<file path="src/rtl/ack_bus_rr_scheduler.sv">
// ack_bus_rr_scheduler: round-robin grant of the shared open-drain ack bus with hold window and release gap
module ack_bus_rr_scheduler #(
  parameter int         ACK_HOLD = 2,
  parameter logic [1:0] IDLE_ID  = 2'b11
) (
  input  logic       clk,
  input  logic       rst_n,
  input  logic [3:0] ack_valid_from_modules,
  input  logic [7:0] module_source_ids,
  output logic [3:0] ack_ready_to_module,
  output logic       ack_valid_n,
  output logic [1:0] winner_source_id,
  output logic       busy
);
  typedef enum logic [1:0] {IDLE, HOLD, GAP} state_t;
  state_t     state, state_nx;
  logic [1:0] rr_ptr, rr_nx, gnt, gnt_nx, pick;
  logic [3:0] hold_cnt, hold_nx, ready_nx;
  logic [1:0] winner_nx;
  logic       valid_n_nx, busy_nx, found;
  // first asserted request scanning upward from rr_ptr with wrap
  always_comb begin
    pick  = rr_ptr;
    found = 1'b0;
    for (int k = 0; k < 4; k++) begin
      if (!found && ack_valid_from_modules[rr_ptr + 2'(k)]) begin
        pick  = rr_ptr + 2'(k);
        found = 1'b1;
      end
    end
  end
  // next state and next registered outputs; idle values unless a branch overrides
  always_comb begin
    state_nx   = state;
    rr_nx      = rr_ptr;
    gnt_nx     = gnt;
    hold_nx    = hold_cnt;
    ready_nx   = 4'b0000;
    valid_n_nx = 1'b1;
    winner_nx  = IDLE_ID;
    busy_nx    = 1'b0;
    case (state)
      IDLE: begin
        if (found) begin
          state_nx   = HOLD;
          gnt_nx     = pick;
          hold_nx    = 4'(ACK_HOLD - 1);
          ready_nx   = 4'b0001 << pick;
          valid_n_nx = 1'b0;
          winner_nx  = module_source_ids[2*pick +: 2];
          busy_nx    = 1'b1;
        end
      end
      HOLD: begin
        busy_nx = 1'b1;
        if (hold_cnt == 4'd0) begin
          state_nx = GAP;
          rr_nx    = gnt + 2'd1;
        end else begin
          hold_nx    = hold_cnt - 4'd1;
          valid_n_nx = 1'b0;
          winner_nx  = winner_source_id;
        end
      end
      default: state_nx = IDLE;
    endcase
  end
  // state and output registers with synchronous active-low reset
  always_ff @(posedge clk) begin
    if (!rst_n) begin
      state               <= IDLE;
      rr_ptr              <= 2'd0;
      gnt                 <= 2'd0;
      hold_cnt            <= 4'd0;
      ack_ready_to_module <= 4'b0000;
      ack_valid_n         <= 1'b1;
      winner_source_id    <= IDLE_ID;
      busy                <= 1'b0;
    end else begin
      state               <= state_nx;
      rr_ptr              <= rr_nx;
      gnt                 <= gnt_nx;
      hold_cnt            <= hold_nx;
      ack_ready_to_module <= ready_nx;
      ack_valid_n         <= valid_n_nx;
      winner_source_id    <= winner_nx;
      busy                <= busy_nx;
    end
  end
endmodule
</file>
<file path="config.mk">
export PLATFORM = sky130hd
export DESIGN_NAME = ack_bus_rr_scheduler
export DESIGN_NICKNAME = d
export VERILOG_FILES = /design/src/rtl/ack_bus_rr_scheduler.sv
export SDC_FILE = /design/constraint.sdc
export NUM_CORES = 1
export LEC_CHECK = 0
export CORE_MARGIN = 5
export CORE_UTILIZATION = 50
export CTS_CLUSTER_DIAMETER = 150
export DETAILED_ROUTE_END_ITERATION = 10
export HOLD_SLACK_MARGIN = 0.08
export PLACE_DENSITY = 0.9
export SLEW_MARGIN = 25
export SYNTH_ARGS = -nofsm -noshare
export SYNTH_HDL_FRONTEND = slang
export SYNTH_SLANG_ARGS = --single-unit
</file>
<file path="constraint.sdc">
create_clock -name clk -period 2.7 [get_ports clk]
set_input_delay 0.27 -clock clk [delete_from_list [all_inputs] [get_ports clk]]
set_output_delay 0.27 -clock clk [all_outputs]
set_load 0.01 [all_outputs]
</file>
== Word level (Yosys, flattened, before mapping) ==
Cells that the tools add are included.

* Register bits: 18
* Bits in latches: 0
* Bits in writable memories: 0
* Bits in read-only memories: 0
* Output and inout port bits: 8
* Word-level logic and storage cells: 66
* Memories kept: 0

* Add/sub/neg operators: 5
* Multiply operators: 0
* Divide/modulo/power cells: 0
* Order comparisons: 4
* Equal/unequal tests: 4
* Shift-type cells: 2
* Mux-type cells: 29
* Bitwise operators: 0
* Reductions and logical operators: 14

{| class="wikitable"
|+ Operators by type and width
! cell !! number
|-
| $mux 2 || 7
|-
| $lt 2x3->1 const B || 4
|-
| $mux 1 || 11
|-
| $bmux 1 s2 || 4
|-
| $mux 4 || 2
|-
| $pmux 2 s2 || 2
|-
| $pmux 4 s2 || 1
|-
| $shiftx 8x4->2 || 1
|-
| $ne 2x2->1 const B || 3
|-
| $reduce_and 2->1 || 3
|-
| $reduce_and 3->1 || 2
|-
| $add 2x1->2 const B || 2
|-
| $add 2x2->2 const B || 2
|-
| $logic_not 4->1 || 1
|-
| $pmux 1 s2 || 2
|-
| $shl 1x2->4 const A || 1
|-
| $sub 4x1->4 const B || 1
|-
| $logic_and 1x1->1 || 3
|-
| $logic_not 1->1 || 3
|-
| $eq 2x1->1 const B || 1
|-
| $logic_not 2->1 || 1
|-
| $reduce_bool 2->1 || 1
|}

== Longest topological paths before layout ==
* Depth in word-level cells: 15
* Depth in mapped cells: 7
* Mapped depth without buffers: 7

== Worst setup path after synthesis ==
Ideal clock, no wire load.

* Path kind: reg-to-reg
* From: register hold_cnt[0]
* To: register hold_cnt[0]
* Data arrival time: 1375 ps
* Required time: 2614 ps
* Setup slack: 1240 ps
* Stages on the path, launching flop included: 8
* Buffers on the path: 0
* Cells stage by stage: dfxtp_1 -> inv_1 -> ha_1 -> nor3b_1 -> nor2_1 -> nor2_1 -> nor3_1 -> a211oi_1

* Longest elaborated chain between the ends: 3
* Elaborated cells between the ends (all ways): 6
* Classes of those cells: add/sub: 1; eq/ne: 1; mux: 2; reduce/logical: 2

{| class="wikitable"
|+ RTL lines
! what !! RTL line !! source
|-
| from (decl) || 18 || <nowiki>logic [3:0] hold_cnt, hold_nx, ready_nx;</nowiki>
|-
| from (signal assigned) || 83 || <nowiki>hold_cnt <= hold_nx;</nowiki>
|-
| $sub 4x1->4 or $logic_not 4->1 (tied branches) || 60, 56 ||
|-
| $mux 4 or $ne 2x2->1 (tied branches) || - ||
|-
| $pmux 4 s2 or $reduce_and 3->1 (tied branches) || - ||
|}

Several ways; a longest one is shown, not always the timed one. The select of a mux whose other input is x is not followed.
A chain may end at the register's enable or synchronous reset.

== Worst setup path in the final report ==
Ends and elaborated chain as after synthesis.

==> results.cfg <==
[critical_path]
critical_path_class = reg -> reg
critical_path_arrival_ps = 2000
end_kind = register
startpoint_type = register
worst_ep_required_time_ps = 2930
crit_fanout = 5

[placement]
io_buffers = 21
gp_congestion = 0.7642
placedCellCount = 133
place_hpwl_um = 1488
dp_slack_ps = 676.2
dpl_cell_area_um2 = 1100

[sta]
worstMarginPinSlew_ps = 504.0
slew_headroom_pct = 66.33
skew_ps = 10.92
drv_slew = 0
finalCritPeriodShare_pct = 65.26
fin_setup_tns_ps = 0
setup_slack_ps = 938.0
setup_viol = 0
timing.hold.ws_ps = 537.5
fmax_ghz = 0.5676
rsz0062_at_grt = no
hold_viol_final = 0
final.min_clock_period_ps = 1762

[global_route]
grt_max_degree = 11
overflow = 0
grt_pass1_wl_um = 3312
grt.total_usage_pct = 16.58
antenna_found_initial = 0
grt_pass1_vias = 728

[finish]
fin_cells = 137
layout.nets = 137
final_cell_area_um2 = 1136
n_antenna_cell = 0
final_core_util_pct = 67.26
syn2layout_area_growth_pct = 30.84
drive_above_1_share_pct = 12.50
fill_cells = 128

[clocking]
clockRootBuffer = clkbuf_4
postCtsSetupBuffers = 0
numCtsBuffers = 3
worst_skew_pair.late_latency_ps = 300
clock_path_buffers = 2
cts_num_sinks = 18
cts_tree = yes
cts_hold_buf = 0
clk_pin_slew_ps = 110
cts_max_level = 1
ctsResizeCount = 0

[routing]
dr.pass1.iters = 4
via_per_inst = 5.416
drt_iter0_drc = 11
drc = 0
post_drt_wl_per_cell_um = 14.04
vias = 742
ant_nets = 0
drt-total-wl_um = 1923

[pwr]
leakage_nw = 0.4604
finalPower_mw = 0.7182
vdd_drop_max_mv = 0.4015
p_per_area_nw_per_um2 = 632.2

[synthesis]
yosysWarnings = 0
synthArstFlopShare_pct = 0
synth_seq_cells = 18
avgSynthCellArea_um2 = 9.140
syn-cell-area_um2 = 868.3
ys_seq_area_share_pct = 41.50
yosysMostFrequentCell = dfxtp_1
synthTopCellsByCount = dfxtp_1 (18), nor2_1 (15), nand2_1 (7)
synth_top_area_cell = dfxtp_1
ys_types = 33
synthFlopType = dfxtp_1
synthesis.nets = 111
synth_edf_count = 0
synth_top_area_share_pct = 41.50
syn_inst = 95
synthTopCellsByArea = dfxtp_1 (41%), nor2_1 (6.5%), mux2i_1 (4.6%), a211oi_1 (3.5%), nand2_1 (3.0%)

[min_path]
hp-class = reg -> reg

[floorplan]
start_util_pct = 51.41
core_area_um2 = 1689
dieArea_um2 = 2670
die_y_um = 51.68
dieWidth_um = 51.68
rows = 15
ios = 22

[status]
outcome = complete, no violations

[flow_run]
maxCapViolations = 0
-- worst max-delay path, cell delays in order (launching register included) --
cell      delay, ps
dfxtp_1         330
inv_1           110
ha_1            160
nor3b_1         440
nor2_1          200
nor2_1          200
nor3_1           70
a211oi_1        190
-- layer usage --
layer | vias up | GRT usage (%) | wire length, µm
met5 | - | 0 | 0
met4 | 0 | 7.860 | 42
met3 | 5 | 4.011 | 106
met2 | 21 | 28.81 | 907
met1 | 335 | 18.87 | 866
li1 | 381 | - | -
-- registers in the layout, indices dropped and copies added (netlist names) --
name / count
rr_ptr: 2
winner_source_id: 2
gnt: 2
ack_valid_n: 1
hold_cnt: 4
state: 2
ack_ready_to_module: 4
busy: 1
-- final timing paths --
path / start / to / slack (ps) / cells after the start
worst max-delay path: hold_cnt[0] / hold_cnt[0] / 940 / 7
worst min-delay path: gnt[1] / gnt[1] / 540 / 2
worst max register to register: hold_cnt[0] / hold_cnt[0] / 940 / 7
worst min register to register: gnt[1] / gnt[1] / 540 / 2
-- area by class of cell --
class,count,area (µm²),share of cell area (%)
multi-input cells,72,489.2,43.06
flip-flops and latches,18,360.3,31.72
repair buffers,21,210.2,18.50
clock buffers,4,36.28,3.194
well taps,17,21.27,1.872
inverters,5,18.77,1.652
-- power breakdown --
| part | internal (mW) | total (mW) | switching [mW] |
|---|---|---|---|
| clock network | 0.0823 | 0.173 | 0.0908 |
| logic | 0.110 | 0.220 | 0.110 |
| registers | 0.300 | 0.325 | 0.0254 |
| total | 0.492 | 0.718 | 0.226 |
-- cells by family (layout without fill, tap and decap cells) --
kind of cell,after synthesis,count (layout),share of synthesized area [%]
AO/OA/AOI/OAI,15,15,12.82
XOR/XNOR,3,3,3.026
adder cells (fa/ha/maj),2,2,2.881
buffers and inverters,5,30,2.160
flip-flops,18,18,41.50
multiplexers,4,4,4.611
AND/OR/NAND/NOR,48,48,33.00
-- cell usage in the layout, fill, tap and decap left out, types with 2 or more instances in the layout --
cell type	n
nor4_2	2
nor2_1	15
nor2b_1	4
inv_1	4
o21ai_0	2
nand2b_1	3
a211oi_1	4
clkdlybuf4s50_1	21
ha_1	2
mux2i_1	4
a211oi_2	2
nor3_1	4
and2_1	2
nand2_1	7
a21oi_1	2
dfxtp_1	18
xor2_1	3
clkbuf_4	3
(Power assumes the default switching activity.)
